`src/rtl/h264enc_frame_seq.sv`:
```
// Frame sequencer: kicks the encoder once per frame and streams raster-order
// MB load requests to the pixel loader, bounded by a run-ahead credit.
module h264enc_frame_seq #(
  parameter int XW        = 8,
  parameter int YW        = 8,
  parameter int MAX_AHEAD = 2,
  parameter int FCW       = 16
) (
  input  logic           enc_clk,
  input  logic           enc_rstn,
  input  logic           start_i,
  input  logic [XW-1:0]  x_total_i,
  input  logic [YW-1:0]  y_total_i,
  output logic           sys_start_o,
  input  logic           sys_done_i,
  output logic           mb_ld_o,
  output logic [XW-1:0]  x_ld_o,
  output logic [YW-1:0]  y_ld_o,
  input  logic           ld_ack_i,
  input  logic           mb_done_i,
  output logic           busy_o,
  output logic           frame_done_o,
  output logic [FCW-1:0] frame_cnt_o,
  output logic           err_o
);

  localparam int CW = $clog2(MAX_AHEAD + 1);

  localparam logic [2:0] IDLE     = 3'd0;
  localparam logic [2:0] KICK     = 3'd1;
  localparam logic [2:0] LOAD     = 3'd2;
  localparam logic [2:0] WAIT_ACK = 3'd3;
  localparam logic [2:0] DRAIN    = 3'd4;

  logic [2:0]    state;
  logic [XW-1:0] x;
  logic [XW-1:0] xt;
  logic [YW-1:0] y;
  logic [YW-1:0] yt;
  logic [CW-1:0] credit;

  logic start_acc;
  logic ack_ok;
  logic can_ld;
  logic last_mb;
  logic early_done;
  logic err_set;

  assign start_acc  = start_i && (state == IDLE);
  assign ack_ok     = ld_ack_i && (state == WAIT_ACK);
  assign can_ld     = credit < CW'(MAX_AHEAD);
  assign last_mb    = (x == xt) && (y == yt);
  assign early_done = sys_done_i &&
                      (state == KICK || state == LOAD ||
                       state == WAIT_ACK);
  assign busy_o     = state != IDLE;

  // Underflow only counts when no ack arrives in the same cycle.
  assign err_set = (start_i && state != IDLE) ||
                   (ld_ack_i && state != WAIT_ACK) ||
                   (sys_done_i && state != DRAIN) ||
                   (mb_done_i && !ack_ok && credit == '0);

  always_ff @(posedge enc_clk or negedge enc_rstn) begin
    if (!enc_rstn) begin
      credit <= '0;
    end else if (start_acc) begin
      credit <= '0;
    end else if (ack_ok && !mb_done_i) begin
      credit <= credit + CW'(1);
    end else if (!ack_ok && mb_done_i && credit != '0) begin
      credit <= credit - CW'(1);
    end
  end

  always_ff @(posedge enc_clk or negedge enc_rstn) begin
    if (!enc_rstn) begin
      err_o <= 1'b0;
    end else begin
      err_o <= err_set || (err_o && !start_acc);
    end
  end

  always_ff @(posedge enc_clk or negedge enc_rstn) begin
    if (!enc_rstn) begin
      state        <= IDLE;
      x            <= '0;
      y            <= '0;
      xt           <= '0;
      yt           <= '0;
      x_ld_o       <= '0;
      y_ld_o       <= '0;
      sys_start_o  <= 1'b0;
      mb_ld_o      <= 1'b0;
      frame_done_o <= 1'b0;
      frame_cnt_o  <= '0;
    end else begin
      sys_start_o  <= 1'b0;
      mb_ld_o      <= 1'b0;
      frame_done_o <= 1'b0;
      if (early_done) begin
        frame_done_o <= 1'b1;
        state        <= IDLE;
      end else begin
        case (state)
          IDLE: if (start_i) begin
            xt          <= x_total_i;
            yt          <= y_total_i;
            x           <= '0;
            y           <= '0;
            x_ld_o      <= '0;
            y_ld_o      <= '0;
            sys_start_o <= 1'b1;
            state       <= KICK;
          end
          KICK: state <= LOAD;
          LOAD: if (can_ld) begin
            mb_ld_o <= 1'b1;
            x_ld_o  <= x;
            y_ld_o  <= y;
            state   <= WAIT_ACK;
          end
          WAIT_ACK: if (ld_ack_i) begin
            if (last_mb) begin
              state <= DRAIN;
            end else begin
              if (x == xt) begin
                x <= '0;
                y <= y + YW'(1);
              end else begin
                x <= x + XW'(1);
              end
              state <= LOAD;
            end
          end
          DRAIN: if (sys_done_i) begin
            frame_done_o <= 1'b1;
            frame_cnt_o  <= frame_cnt_o + FCW'(1);
            state        <= IDLE;
          end
          default: state <= IDLE;
        endcase
      end
    end
  end

endmodule

```
`config.mk`:
```
export PLATFORM = sky130hd
export DESIGN_NAME = h264enc_frame_seq
export DESIGN_NICKNAME = d
export VERILOG_FILES = /design/src/rtl/h264enc_frame_seq.sv
export SDC_FILE = /design/constraint.sdc
export NUM_CORES = 1
export LEC_CHECK = 0
export CAP_MARGIN = 0
export CORE_MARGIN = 2
export CORE_UTILIZATION = 30
export CTS_CLUSTER_DIAMETER = 150
export DETAILED_ROUTE_END_ITERATION = 8
export PLACE_DENSITY_LB_ADDON = 0.05
export SYNTH_ARGS = -nofsm -noshare
export SYNTH_HDL_FRONTEND = slang
export SYNTH_SLANG_ARGS = --single-unit
```
`constraint.sdc`:
```
create_clock -name enc_clk -period 3.8 [get_ports enc_clk]
set_input_delay 1.14 -clock enc_clk [delete_from_list [all_inputs] [get_ports enc_clk]]
set_output_delay 1.14 -clock enc_clk [all_outputs]
set_load 0.005 [all_outputs]
```
==> results.txt <==
----------------------------------------------------
[Yosys]
  Synthesized cell area ... 3530 um^2
  Number of enable-type register cells in the synthesized netlist ... 0
  Synth area leaders ... sky130_fd_sc_hd__dfrtp_1, sky130_fd_sc_hd__mux2_2, sky130_fd_sc_hd__nand2_1, sky130_fd_sc_hd__xnor2_1, sky130_fd_sc_hd__xor2_1
  Post-synthesis sequential element count ... 73
  Gate count after technology mapping ... 327
  Sequential area share after synthesis ... 0.517
  Portion of synthesized cell area occupied by the leading cell type ... 0.517
  Async set-or-reset flop fraction in the synthesized netlist ... 1.00
  Distinct cell type count after synthesis ... 46
  Syn_area_per_cell ... 10.8 um^2
  Warning count from the yosys run ... 0
  Library cell occupying the most area in the post-synthesis netlist ... sky130_fd_sc_hd__dfrtp_1
  Commonest register cell after synthesis ... sky130_fd_sc_hd__dfrtp_1
  Post-Syn Nets ... 352

[Routing]
  Detailed-router iteration count before antenna repair ... 4
  Total wirelength of the detailed-routed design ... 7.68 mm
  DRT met1 WL ... 3.90 mm
  Average vias per placed instance ... 4.78
  Remaining design rule violation count ... 0
  DR WL met3 ... 263 um
  Number of DRC markers after the initial detailed-route iteration ... 201
  DR vias ... 2,526
  Total met2 wirelength after detailed routing ... 3.37 mm
  WL/cell ... 14.5 um
  Residual antenna-violating net count after detailed routing ... 0
  Uppermost routed layer ... met4

[Floorplanning]
  I/O pin count ... 59
  Die width ... 113 um
  Standard-cell row count ... 39
  Vertical die dimension ... 113 um
  Standard cell core area ... 11,500 um^2
  Area of the die ... 12,700 um^2
  Initial Utilization ... 0.308

[Setup path]
  Type of the worst setup path ... reg -> out
  Req. time, crit path ... 2660 ps
  Depth of the worst register-to-register path ... 5
  Critical Path Start ... state[1]
  Setup slack on the worst flop-to-flop path ... 1840 ps
  CP top delay family ... buffers and inverters
  Worst EP arrival ... 1890 ps
  Max stage delay on crit path ... 490 ps
  Sum of buffers and inverters on the critical path ... 2
  Total stage count of the critical path ... 3
  Critical R2R Capture ... x[6]
  Cell chain of the critical path ... nor3_1, inv_1, clkdlybuf4s50_1
  RR Startpoint ... state[2]
  Worst Setup Start Kind ... register
  Master of the slowest instance on the critical path ... sky130_fd_sc_hd__nor3_1
  Crit path to ... busy_o
  Nature of the critical path endpoint ... output port
  Max FO, Critical Path ... 7

[Finish]
  Most frequent cells in the layout ... sky130_fd_sc_hd__dfrtp_1, sky130_fd_sc_hd__clkdlybuf4s50_1, sky130_fd_sc_hd__nand2_1
  Number of antenna cells inserted ... 0
  Most common cell after layout, fill and taps aside ... sky130_fd_sc_hd__dfrtp_1
  Layout cell share with drive strength beyond 1 ... 0.132
  Number of nets in the finished design ... 408
  Layout overhead on the synthesized area ... 27.2%
  Number of cells in the finished layout apart from fillers ... 528

[Timing]
  Worst Tran Pin Value ... 968 ps
  Setup Total Neg Slack ... 0 ps
  Setup repair after global routing missed its margin ... no
  Number of setup violations in the final report ... 0
  Fmax ... 0.330 GHz
  Layout Skew ... 6.41 ps
  Period Utilization, post-route ... 0.796
  Min Tclk post-route ... 3030 ps
  Final-report max-slew violation count ... 0
  Final-report hold violation count ... 0
  Headroom to the max-slew limit ... 0.355
  Final Hold Slack ... 473 ps

[Pwr]
  Worst vdd ir ... 0.209 mV
  Pwr per Cell Area ... 444 nW/um^2
  Leakage power figure ... 1.89 nW

[Clock tree]
  Hold-fix buffers at CTS ... 0
  Insertion delay of the later-clocked pin in the worst-skew pair ... 330 ps
  TritonCTS Sinks ... 73
  Number of CTS-inserted buffers ... 9
  CTS tree ... built
  Clock transition at the registers of the reported paths ... 50 ps
  Clock Tree Root ... sky130_fd_sc_hd__clkbuf_16
  Postcts setup bufs ... 0
  Maximum buffer depth of the clock tree ... 2
  Number of gates resized after CTS ... 0
  H-tree Lvls ... 3

[Placement]
  Port-buffer cells ... 58
  Post-detail-place hpwl ... 5.36 mm
  Placed instance count ... 515
  RePlAce Congestion ... 0.761

[Hold path]
  Hold crit path type ... reg -> reg
  Worst Min Path Start ... frame_cnt_o[15]
  Cell depth of the worst hold path ... 1

[GRT]
  Largest net degree at the start of global routing ... 74
  Global-route congestion overflow total ... 0
  Overall global routing resource usage ... 0.131
  Initial antenna violation count ... 0
  Vias in the first global route ... 2,514
  Wire length of the first global-routing pass ... 13.0 mm

[Run status]
  Result of the run ... complete, no violations

[Flow run]
  Number of maximum-capacitance constraint violations ... 0

----------------------------------------------------
## routing by layer
metal / vias up / global-route usage
li1: 1258 / -
met1: 1204 / 0.187
met2: 54 / 0.191
met3: 10 / 0.0248
met4: 0 / 0.0634
met5: - / 0
## where the power goes
part           switching [mW]  internal, mW  total (mW)
registers              0.0572         0.846       0.904
clock network           0.296         0.498       0.794
logic                   0.150         0.149       0.298
## synth_stat cells, types with 2 or more instances
cell,number
sky130_fd_sc_hd__nor4_1,3
sky130_fd_sc_hd__or3_1,6
sky130_fd_sc_hd__mux2_2,18
sky130_fd_sc_hd__a21oi_1,13
sky130_fd_sc_hd__dfrtp_1,73
sky130_fd_sc_hd__a31oi_2,4
sky130_fd_sc_hd__or2_1,2
sky130_fd_sc_hd__nand3_2,2
sky130_fd_sc_hd__xor2_1,13
sky130_fd_sc_hd__buf_2,11
sky130_fd_sc_hd__nor2_2,3
sky130_fd_sc_hd__nand2_1,51
sky130_fd_sc_hd__clkbuf_1,2
sky130_fd_sc_hd__a41oi_1,4
sky130_fd_sc_hd__nand4_1,3
sky130_fd_sc_hd__and3b_1,2
sky130_fd_sc_hd__inv_1,6
sky130_fd_sc_hd__o21a_1,4
sky130_fd_sc_hd__nor3_1,5
sky130_fd_sc_hd__nor2_4,2
sky130_fd_sc_hd__xnor2_1,19
sky130_fd_sc_hd__a31oi_1,4
sky130_fd_sc_hd__ha_1,3
sky130_fd_sc_hd__nand3_1,11
sky130_fd_sc_hd__and3_1,11
sky130_fd_sc_hd__o21ai_0,2
sky130_fd_sc_hd__nor4_4,2
sky130_fd_sc_hd__o21ai_1,20
sky130_fd_sc_hd__nor2_1,11
## kinds of logic after synthesis
group,Yosys count,share of synthesized area
mux,19,0.0602
simple gates,121,0.194
xor+xnor,32,0.0793
fa+ha+maj,3,0.0106
flops,73,0.517
buf+inv,20,0.0262
compound gates,59,0.112
## worst min path at each step
stage                      end
2_1_floorplan  frame_cnt_o[15]
3_3_place_gp   frame_cnt_o[15]
3_5_place_dp   frame_cnt_o[15]
4_1_cts        frame_cnt_o[15]
5_1_grt              y_ld_o[1]
6_report       frame_cnt_o[15]
## layout make-up
class                   instances  area [um^2]
fillers                      1153         6970
well taps                     143          179
flip-flops and latches         73         1830
multi-input cells             234         1610
clock buffers                  12          236
inverters                       6         22.5
clock inverters                 1         30.0
repair buffers                 59          586
## sequential cells by signal, summed over array words and instances (netlist names), 2 cells and up
name         cells
yt               8
x                8
credit           2
state            3
xt               8
y_ld_o           8
x_ld_o           8
frame_cnt_o     16
y                8
## stage by stage
stage	utilization	setup WS, ps	total power, mW	cell area, um^2
floorplan	-	1480	1.13	3530
global placement	0.369	662	1.22	4230
detailed placement	0.369	620	1.23	4230
CTS	0.392	741	2.04	4490
global route	0.392	654	2.12	4490
finish	0.392	773	2.00	4490
(Power assumes the default switching activity.)
